### src/rtl/hamming_pkg.sv
// Shared constants, types and column helpers for the
// extended Hamming(128,120) SECDED decoder.
package hamming_pkg;

  localparam int K  = 120;
  localparam int M  = 7;
  localparam int N  = K + M + 1;
  localparam int CW = $clog2(N);

  typedef enum logic [1:0] {
    CLEAN,
    CORR,
    UNCORR
  } status_e;

  typedef enum logic {
    IDLE,
    DRAIN
  } state_e;

  // k-th value in 3..127 that is not a power of two
  function automatic logic [M-1:0] col_of_data(
    input logic [CW-1:0] k
  );
    logic [M-1:0] v;
    v = M'(k) + M'(3);
    for (int j = 2; j < M; j++)
      if (v >= (M'(1) << j)) v = v + M'(1);
    return v;
  endfunction

  // payload index of a non-power-of-two column:
  // s minus the floor(log2 s)+1 powers of two below it, minus 1
  function automatic logic [M-1:0] data_idx_of_syn(
    input logic [M-1:0] s
  );
    logic [M-1:0] lg;
    lg = '0;
    for (int j = 0; j < M; j++)
      if (s[j]) lg = M'(j);
    return s - M'(2) - lg;
  endfunction

  function automatic logic is_pow2(input logic [M-1:0] s);
    return (s != '0) && ((s & (s - M'(1))) == '0);
  endfunction

endpackage

### src/rtl/hamming_syndrome_acc.sv
// Per-codeword bit counter, syndrome and overall parity
// accumulator; strobes done with the final syndrome/parity.
module hamming_syndrome_acc
  import hamming_pkg::*;
(
  input  logic          clk_i,
  input  logic          rst_i,
  input  logic          bit_i,
  input  logic          valid_i,
  output logic [CW-1:0] idx_o,
  output logic          done_o,
  output logic [M-1:0]  syn_o,
  output logic          par_o
);

  logic [CW-1:0] cnt_q;
  logic [M-1:0]  syn_q, syn_d, col;
  logic          par_q, par_d;

  // column of the bit at the current serial position
  always_comb begin
    col = '0;
    if (cnt_q < CW'(K))
      col = col_of_data(cnt_q);
    else if (cnt_q != CW'(N-1))
      col = M'(1) << (cnt_q - CW'(K));
  end

  // running values including the bit on the input now
  always_comb begin
    syn_d = syn_q ^ (bit_i ? col : '0);
    par_d = par_q ^ bit_i;
  end

  assign idx_o  = cnt_q;
  assign done_o = valid_i && (cnt_q == CW'(N-1));
  assign syn_o  = syn_d;
  assign par_o  = par_d;

  // advance on accepted bits, clear at end of codeword
  always_ff @(posedge clk_i) begin
    if (rst_i || done_o) begin
      cnt_q <= '0;
      syn_q <= '0;
      par_q <= 1'b0;
    end else if (valid_i) begin
      cnt_q <= cnt_q + CW'(1);
      syn_q <= syn_d;
      par_q <= par_d;
    end
  end

endmodule

### src/rtl/hamming_dec.sv
// Serial SECDED decoder: ping-pong payload buffer,
// correction on drain, frame flags and saturating stats.
module hamming_dec
  import hamming_pkg::*;
#(
  parameter int CNT_W = 32
) (
  input  logic             clk,
  input  logic             rst,
  input  logic             data_in,
  input  logic             data_in_valid,
  output logic             data_out,
  output logic             valid,
  output logic             frame_corrected,
  output logic             frame_uncorrectable,
  output logic [CNT_W-1:0] corrected_count,
  output logic [CNT_W-1:0] uncorrectable_count
);

  localparam logic [CNT_W-1:0] CMAX = '1;

  logic [CW-1:0] idx;
  logic          done, par;
  logic [M-1:0]  syn;

  hamming_syndrome_acc u_acc (
    .clk_i   (clk),
    .rst_i   (rst),
    .bit_i   (data_in),
    .valid_i (data_in_valid),
    .idx_o   (idx),
    .done_o  (done),
    .syn_o   (syn),
    .par_o   (par)
  );

  logic [K-1:0]  buf_q [2];
  state_e        state_q, state_d;
  logic [CW-1:0] rd_q, rd_d;
  logic          fill_q, fill_d, drain_q, drain_d;
  status_e       st_q, st_d, st_n;
  logic          flip_q, flip_d, flip_n;
  logic [M-1:0]  fidx_q, fidx_d, fidx_n;
  logic          valid_q, valid_d, data_q, data_d;
  logic          fc_q, fc_d, fu_q, fu_d;
  logic [CNT_W-1:0] corr_q, corr_d, unc_q, unc_d;

  // classify the finished codeword
  always_comb begin
    st_n   = CLEAN;
    flip_n = 1'b0;
    fidx_n = data_idx_of_syn(syn);
    if (syn == '0) begin
      st_n = par ? CORR : CLEAN;
    end else if (par) begin
      st_n   = CORR;
      flip_n = !is_pow2(syn);
    end else begin
      st_n = UNCORR;
    end
  end

  // swap halves on done and drain one bit per cycle
  always_comb begin
    state_d = state_q;
    rd_d    = rd_q;
    fill_d  = fill_q;
    drain_d = drain_q;
    st_d    = st_q;
    flip_d  = flip_q;
    fidx_d  = fidx_q;
    valid_d = 1'b0;
    data_d  = 1'b0;
    fc_d    = 1'b0;
    fu_d    = 1'b0;
    if (done) begin
      state_d = DRAIN;
      rd_d    = '0;
      fill_d  = !fill_q;
      drain_d = fill_q;
      st_d    = st_n;
      flip_d  = flip_n;
      fidx_d  = fidx_n;
      valid_d = 1'b1;
      data_d  = buf_q[fill_q][0]
              ^ (flip_n && fidx_n == '0);
    end else if (state_q == DRAIN) begin
      if (rd_q == CW'(K-1)) begin
        state_d = IDLE;
      end else begin
        rd_d    = rd_q + CW'(1);
        valid_d = 1'b1;
        data_d  = buf_q[drain_q][rd_d]
                ^ (flip_q && M'(rd_d) == fidx_q);
        fc_d    = (rd_d == CW'(K-1)) && st_q == CORR;
        fu_d    = (rd_d == CW'(K-1)) && st_q == UNCORR;
      end
    end
  end

  // saturating frame statistics
  always_comb begin
    corr_d = corr_q;
    unc_d  = unc_q;
    if (fc_d && corr_q != CMAX) corr_d = corr_q + CNT_W'(1);
    if (fu_d && unc_q != CMAX)  unc_d  = unc_q + CNT_W'(1);
  end

  // payload capture into the fill half
  always_ff @(posedge clk) begin
    if (data_in_valid && idx < CW'(K))
      buf_q[fill_q][idx] <= data_in;
  end

  // control and output registers
  always_ff @(posedge clk) begin
    if (rst) begin
      state_q <= IDLE;
      rd_q    <= '0;
      fill_q  <= 1'b0;
      drain_q <= 1'b1;
      st_q    <= CLEAN;
      flip_q  <= 1'b0;
      fidx_q  <= '0;
      valid_q <= 1'b0;
      data_q  <= 1'b0;
      fc_q    <= 1'b0;
      fu_q    <= 1'b0;
      corr_q  <= '0;
      unc_q   <= '0;
    end else begin
      state_q <= state_d;
      rd_q    <= rd_d;
      fill_q  <= fill_d;
      drain_q <= drain_d;
      st_q    <= st_d;
      flip_q  <= flip_d;
      fidx_q  <= fidx_d;
      valid_q <= valid_d;
      data_q  <= data_d;
      fc_q    <= fc_d;
      fu_q    <= fu_d;
      corr_q  <= corr_d;
      unc_q   <= unc_d;
    end
  end

  assign valid               = valid_q;
  assign data_out            = data_q;
  assign frame_corrected     = fc_q;
  assign frame_uncorrectable = fu_q;
  assign corrected_count     = corr_q;
  assign uncorrectable_count = unc_q;

endmodule

### config.mk
export PLATFORM = sky130hd
export DESIGN_NAME = hamming_dec
export DESIGN_NICKNAME = d
export VERILOG_FILES = /design/src/rtl/hamming_pkg.sv /design/src/rtl/hamming_syndrome_acc.sv /design/src/rtl/hamming_dec.sv
export SDC_FILE = /design/constraint.sdc
export NUM_CORES = 1
export LEC_CHECK = 0
export BUFFER_PORTS_ARGS = -buffer_cell sky130_fd_sc_hd__buf_2
export CAP_MARGIN = 5
export CORE_MARGIN = 10
export CORE_UTILIZATION = 55
export CTS_CLUSTER_DIAMETER = 50
export DETAILED_ROUTE_END_ITERATION = 7
export PLACE_DENSITY = 0.69
export SLEW_MARGIN = 0
export SYNTH_ARGS = -nofsm -noshare
export SYNTH_HDL_FRONTEND = slang
export SYNTH_SLANG_ARGS = --single-unit
### constraint.sdc
create_clock -name clk -period 10.09 [get_ports clk]
set_input_delay 2.018 -clock clk [delete_from_list [all_inputs] [get_ports clk]]
set_output_delay 2.018 -clock clk [all_outputs]
set_load 0.02 [all_outputs]
# Word-level counts from Yosys, hierarchy flattened
# Memories as Yosys holds them, arrays and structs flattened. A register that Yosys moved wholly into a read port is not among the register bits.
# Index checks and enable logic that the tools add are counted.
[word_totals]
regBits = 102
mem_bits_rw = 240
output_inout_bits = 68
n_memories = 1
[classes]
add_sub_neg = 14
n_lt_le_gt_ge = 9
eq_ne = 9
shifts = 1
n_mux = 45
bitwise = 6
n_reduce_logical = 19
[memory_table]
columns = ["name", "depth", "word_bits", "read_ports", "rd_clocked_by_memory_dff", "write_ports", "line_no", "source"]
rows = [
  ["buf_q", 2, 120, 2, 2, 1, "hamming_dec.sv:37", "logic [K-1:0] buf_q [2];"],
]
[op_table]
columns = ["cell", "count"]
rows = [
  ["120-bit 2-to-1 mux", 1],
  ["7-bit 2-to-1 mux", 16],
  ["32-bit by 1-bit adder with 32-bit output, second input constant", 2],
  ["32-bit != test, second input constant", 2],
  ["7-bit by 1-bit adder with 7-bit output, second input constant", 7],
  ["1-bit 2-to-1 mux", 23],
  ["7-bit == test, second input constant", 3],
  ["7-bit logical NOT", 3],
  ["7-bit by 8-bit < comparator with 1-bit output, second input constant", 2],
  ["1-bit logical AND", 10],
  ["7-bit by 2-bit adder with 7-bit output, second input constant", 1],
  ["7-bit bitwise AND", 1],
  ["1-bit binary-select mux with 7-bit select", 1],
  ["1-bit demux with 7-bit select", 1],
  ["7-bit == test", 1],
  ["7-bit by 1-bit >= comparator with 1-bit output, second input constant", 1],
  ["7-bit by 3-bit >= comparator with 1-bit output, second input constant", 1],
  ["7-bit by 4-bit >= comparator with 1-bit output, second input constant", 1],
  ["7-bit by 5-bit >= comparator with 1-bit output, second input constant", 1],
  ["7-bit by 6-bit >= comparator with 1-bit output, second input constant", 1],
  ["7-bit >= comparator, second input constant", 1],
  ["7-bit < comparator, second input constant", 1],
  ["7-bit != test, second input constant", 1],
  ["7-bit nonzero test", 1],
  ["other kinds (15)", 20],
]

# Depth between registers and ports, before layout
[logic_depth]
ltp_word = 29
depth_mapped = 42

# Modules after synthesis
# Synthesis repeated with hierarchy kept, for this count alone.
[hier_totals]
hier_cells = 1617
hier_area_um2 = 17991.0
[modules_own_cells]
columns = ["mod", "instances", "cells_per_inst", "area_each_um2", "seq_area_each_um2"]
rows = [
  ["hamming_dec", 1, 1291, 15398.5, 8988.6],
  ["hamming_syndrome_acc", 1, 326, 2592.5, 300.3],
]

# Worst setup path after synthesis
# OpenSTA, ideal clock, no wires.
[synth_timing]
kind = "flip-flop to flip-flop"
start = "register u_acc.cnt_q[1], in the netlist u_acc.idx_o[1]"
end = "register data_q, in the netlist data_out"
arrival_time_ps = 7158
t_required_ps = 9974
slack_ps = 2815
path_stages_with_launch = 37
n_path_buf = 2
synth_period_minus_slack_ps = 7275
path_cell_list = "dfxtp_1 -> buf_2 -> inv_1 -> ha_1 -> nand2b_1 -> a211oi_1 -> o32a_1 -> buf_2 -> nor2_1 -> xnor2_1 -> ha_1 -> nand2b_1 -> a21oi_1 -> a21o_1 -> mux2i_1 -> a21oi_4 -> xor2_1 -> ha_1 -> or3b_1 -> o22a_1 -> nor3_1 -> o22a_1 -> nand3_1 -> a31oi_4 -> xor2_2 -> and2_1 -> nand2b_1 -> ha_1 -> inv_1 -> ha_1 -> a21o_1 -> a21oi_1 -> nor2_1 -> mux2i_1 -> mux2i_1 -> a31o_1 -> a41o_1"
[synth_between]
elab_chain_cells = 29
[synth_lines]
columns = ["item", "line_no", "source"]
rows = [
  ["start: declaration", "hamming_syndrome_acc.sv:16", "logic [CW-1:0] cnt_q;"],
  ["start signal: assignment", "hamming_syndrome_acc.sv:47", "cnt_q <= cnt_q + CW'(1);"],
  ["7-bit by 2-bit adder with 7-bit output", "hamming_pkg.sv:26", "v = M'(k) + M'(3);"],
  ["7-bit by 1-bit adder with 7-bit output / 7-bit by 3-bit >= comparator with 1-bit output (equally long branches)", "hamming_pkg.sv:28", "if (v >= (M'(1) << j)) v = v + M'(1);"],
  ["7-bit 2-to-1 mux", "hamming_pkg.sv:28", ""],
  ["7-bit 2-to-1 mux", "hamming_syndrome_acc.sv:23", "if (cnt_q < CW'(K))"],
  ["7-bit by 1-bit adder with 7-bit output / 7-bit by 4-bit >= comparator with 1-bit output (equally long branches)", "hamming_pkg.sv:28", ""],
  ["7-bit 2-to-1 mux", "hamming_pkg.sv:28", ""],
  ["7-bit 2-to-1 mux", "hamming_syndrome_acc.sv:23", ""],
  ["7-bit by 1-bit adder with 7-bit output / 7-bit by 5-bit >= comparator with 1-bit output (equally long branches)", "hamming_pkg.sv:28", ""],
  ["[... 10 more ...]", "-", ""],
  ["1-bit 2-to-1 mux", "hamming_pkg.sv:40", "if (s[j]) lg = M'(j);"],
  ["2-bit 2-to-1 mux", "hamming_pkg.sv:40", ""],
  ["7-bit 2-to-1 mux (4 in a row)", "hamming_pkg.sv:40", ""],
  ["7-bit subtractor", "hamming_pkg.sv:41", "return s - M'(2) - lg;"],
  ["7-bit logical NOT", "hamming_dec.sv:86", "^ (flip_n && fidx_n == '0);"],
  ["1-bit logical AND", "hamming_dec.sv:86", ""],
  ["1-bit XOR", "hamming_dec.sv:86", ""],
  ["1-bit 2-to-1 mux *", "hamming_dec.sv:76", "if (done) begin"],
  ["end signal: assignment", "hamming_dec.sv:140", "data_q <= data_d;"],
  ["end: declaration", "hamming_dec.sv:44", "logic valid_q, valid_d, data_q, data_d;"],
]
# Mark *: on every way between the ends. The rest lies on a longest branch, timed or not. The select of a mux whose other input is x is not followed.
# A chain may end at the register's enable or synchronous reset.

# Final worst setup path
[layout_timing]
start = "register u_acc.cnt_q[0], in the netlist u_acc.idx_o[0]"
end = "register data_q, in the netlist data_out"
# Same word-level chain as after synthesis.

==> impl_metrics.sql <==
INSERT INTO impl_metrics (metric_group, metric, value, unit) VALUES
('outcome', 'outcome', 'finished clean', ''),
('critical_path', 'crit_path_most_repeated_cell', 'sky130_fd_sc_hd__ha_1', ''),
('timing', 'clock-skew-final', '23.14', 'ps'),
('hold_path', 'hp-start', 'flip_q', ''),
('clock_network', 'htreeDepth', '2', ''),
('critical_path', 'critPathTopFamily', 'compound AO/OA/AOI/OAI gates', ''),
('hold_path', 'worstHoldPathCells', '2', ''),
('routing', 'first_pass_iters', '5', ''),
('placed_design', 'gpl_congestion', '0.8602', ''),
('timing', 'setup_tns', '0', 'ps'),
('critical_path', 'crit_required', '10510', 'ps'),
('critical_path', 'slowest_cp_cell', 'sky130_fd_sc_hd__dfxtp_1', ''),
('placed_design', 'place_inst', '1895', ''),
('die', 'pin_count', '72', ''),
('clock_network', 'cts-hold-fix-buffers', '0', ''),
('placed_design', 'numPortBuffers', '71', ''),
('clock_network', 'clock_tree_from_tritoncts', 'yes', ''),
('critical_path', 'worst-r2r-setup-slack', '1200', 'ps'),
('synth', 'yosysSeqAreaShare', '53.97', '%'),
('timing', 'timing.final.crit_share', '88.09', '%'),
('finish', 'post-route-cell-area', '0.01897', 'mm^2'),
('placed_design', 'dp_worst_setup_slack', '1297', 'ps'),
('critical_path', 'reg2reg_to', 'data_out', ''),
('critical_path', 'cp-end-kind', 'register', ''),
('routing', 'drc_errors', '0', ''),
('finish', 'layout-drive-gt1-share', '16.75', '%'),
('global_route', 'grt.overflow.total', '0', ''),
('die', 'start_util', '55.98', '%'),
('clock_network', 'cts.clk_slew.worst_paths', '60', 'ps'),
('clock_network', 'cts_repair_resize_count', '0', ''),
('finish', 'mostFrequentLayoutCell', 'sky130_fd_sc_hd__nor2_1', ''),
('timing', 'max_slew_margin', '30.83', '%'),
('die', 'coreArea', '0.03075', 'mm^2'),
('global_route', 'grt_pass1_wl', '62110', 'um'),
('synth', 'synth_enable_flop_cells', '240', ''),
('synth', 'async_reset_ff_share', '0', '%'),
('critical_path', 'worst_flop_to_flop_path_startpoint', 'u_acc.idx_o[0]', ''),
('critical_path', 'worst_ep_arrival_time', '9310', 'ps'),
('timing', 'final.min_clock_period', '8888', 'ps'),
('finish', 'final_core_util', '61.70', '%'),
('synth', 'synth_cell_type_count', '86', ''),
('timing', 'report.final.setup_viol', '0', ''),
('clock_network', 'cts-root-buf', 'sky130_fd_sc_hd__clkbuf_16', ''),
('hold_path', 'hold_path.class', 'register to register', ''),
('global_route', 'groute.usage.overall', '19.87', '%'),
('clock_network', 'clkLatencyLatePin', '530', 'ps'),
('clock_network', 'tritoncts.num_buffers', '40', ''),
('clock_network', 'cts_sinks', '344', ''),
('timing', 'report.final.hold_viol_count', '0', ''),
('global_route', 'grt_max_degree', '138', ''),
('global_route', 'number_of_antenna_violations_at_the_first_check_in_global_routing', '0', ''),
('power', 'leakagePower', '6.360', 'nW'),
('synth', 'ys_warn_count', '0', ''),
('placed_design', 'dpl_cell_area', '0.01778', 'mm^2'),
('routing', 'detail_route.wirelength', '38720', 'um'),
('die', 'chipHeight', '196.9', 'um'),
('timing', 'fin_ws', '1202', 'ps'),
('synth', 'dominantRegCellSynth', 'sky130_fd_sc_hd__edfxtp_1', ''),
('routing', 'dr_total_vias', '11700', ''),
('die', 'chip_width', '196.9', 'um'),
('clock_network', 'cts_max_path_buffers', '3', ''),
('critical_path', 'critical_path_peak_fanout', '24', ''),
('die', 'fp.dieArea', '0.03877', 'mm^2'),
('finish', 'most-common-layout-cells', 'sky130_fd_sc_hd__nor2_1, sky130_fd_sc_hd__edfxtp_1, sky130_fd_sc_hd__nand2_1', ''),
('timing', 'final.hold.worst_slack', '438.1', 'ps'),
('routing', 'detail_route.vias_per_cell', '5.950', ''),
('critical_path', 'reg2regPathDepth', '36', ''),
('critical_path', 'cp.depth', '36', ''),
('power', 'vdd.ir_drop.worst', '104.5', 'uV'),
('routing', 'wire_per_inst', '19.70', 'um'),
('critical_path', 'max_incr_delay_on_cp', '870', 'ps');
-- logic make-up after synthesis --
family / count (synthesis) / share of synthesized area (%)
AND/OR/NAND/NOR: 670 / 17.79
flip-flops: 344 / 53.97
AO/OA/AOI/OAI: 138 / 6.004
XOR/XNOR: 119 / 6.484
buffers and inverters: 116 / 2.791
multiplexers: 100 / 11.33
adder cells (fa/ha/maj): 22 / 1.636
-- power breakdown --
group	leakage [nW]	total, mW	switching [mW]	internal [mW]
registers	3.00	1.52	0.00741	1.51
clock network	0.569	1.32	0.562	0.761
logic	2.79	0.349	0.210	0.139
total	6.36	3.19	0.779	2.41
-- sequential cells by signal, summed over array words and instances (netlist names), named ones only --
signal               flops
buf_q                  240
corrected_count         32
uncorrectable_count     32
fidx_q                   7
rd_q                     7
u_acc.idx_o              7
u_acc.syn_q              7
st_q                     2
data_out                 1
drain_q                  1
fill_q                   1
flip_q                   1
frame_corrected          1
frame_uncorrectable      1
u_acc.par_q              1
valid                    1
-- tightest hold or removal path, delay by kind of cell (launching register included) --
kind / cells / cell delay [ps]
DFF: 1 / 310
and+or+nand+nor: 2 / 90
-- layer usage --
layer | GRT usage (%) | part of all wire (%) | up-vias
met4 | 5.896 | 2.3 | 0
li1 | - | - | 5493
met5 | 0 | 0 | -
met3 | 3.782 | 7.3 | 69
met2 | 32.22 | 48 | 386
met1 | 26.73 | 43 | 5749
-- synthesized netlist by cell type (4+ instances only) --
master                       n  area, um^2
sky130_fd_sc_hd__a21o_1      4       30.03
sky130_fd_sc_hd__buf_6       4       45.04
sky130_fd_sc_hd__nor2_1    363        1363
sky130_fd_sc_hd__o21a_1      5       37.54
sky130_fd_sc_hd__clkbuf_1   66       247.7
sky130_fd_sc_hd__edfxtp_1  240        7207
sky130_fd_sc_hd__nand3_1    37       185.2
sky130_fd_sc_hd__dfxtp_1   104        2082
sky130_fd_sc_hd__nor3b_1     4       30.03
sky130_fd_sc_hd__a211oi_1   12       90.09
sky130_fd_sc_hd__and4_1      6       52.55
sky130_fd_sc_hd__o211ai_1    5       37.54
sky130_fd_sc_hd__and3_1     19       118.9
sky130_fd_sc_hd__mux2_2      9       101.4
sky130_fd_sc_hd__inv_1      24       90.09
sky130_fd_sc_hd__ha_1       20       250.2
sky130_fd_sc_hd__o21ai_1     6       30.03
sky130_fd_sc_hd__a21oi_1    28       140.1
sky130_fd_sc_hd__nor4_1      8       50.05
sky130_fd_sc_hd__nor2b_1     7       43.79
sky130_fd_sc_hd__nand3b_1    5       37.54
sky130_fd_sc_hd__nand2b_1   12       75.07
sky130_fd_sc_hd__nand2_1   106       397.9
sky130_fd_sc_hd__o21ai_0    31       155.2
sky130_fd_sc_hd__mux4_2     75        1689
sky130_fd_sc_hd__nor3_1     26       130.1
sky130_fd_sc_hd__xnor2_1    42       367.9
sky130_fd_sc_hd__mux2i_1    16       160.2
sky130_fd_sc_hd__xnor2_2     6       97.59
sky130_fd_sc_hd__or4_1       4       30.03
sky130_fd_sc_hd__xor2_1     68       595.6
sky130_fd_sc_hd__or3_1      19       118.9
sky130_fd_sc_hd__buf_1       8       30.03
sky130_fd_sc_hd__and2_1      5       31.28
sky130_fd_sc_hd__buf_2      12       60.06
sky130_fd_sc_hd__o31ai_1     4       30.03
sky130_fd_sc_hd__nand4_1    22       137.6
-- how the worst max path moves through the flow --
stage	to	startpoint
floorplan	data_out	u_acc.idx_o[1]
global placement	data_out	u_acc.idx_o[0]
detailed placement	data_out	u_acc.idx_o[0]
CTS	data_out	u_acc.idx_o[0]
global route	data_out	u_acc.idx_o[0]
finish	data_out	u_acc.idx_o[0]
-- area by class of cell --
cell class | count | area [um^2]
clock buffers | 57 | 1096
fillers | 2385 | 11780
multi-input cells | 1049 | 7467
flip-flops and latches | 344 | 9294
well taps | 396 | 495.5
inverters | 26 | 97.59
repair buffers | 80 | 429.2
clock inverters | 14 | 93.84
Note: power is estimated with default switching activity, not from simulation.
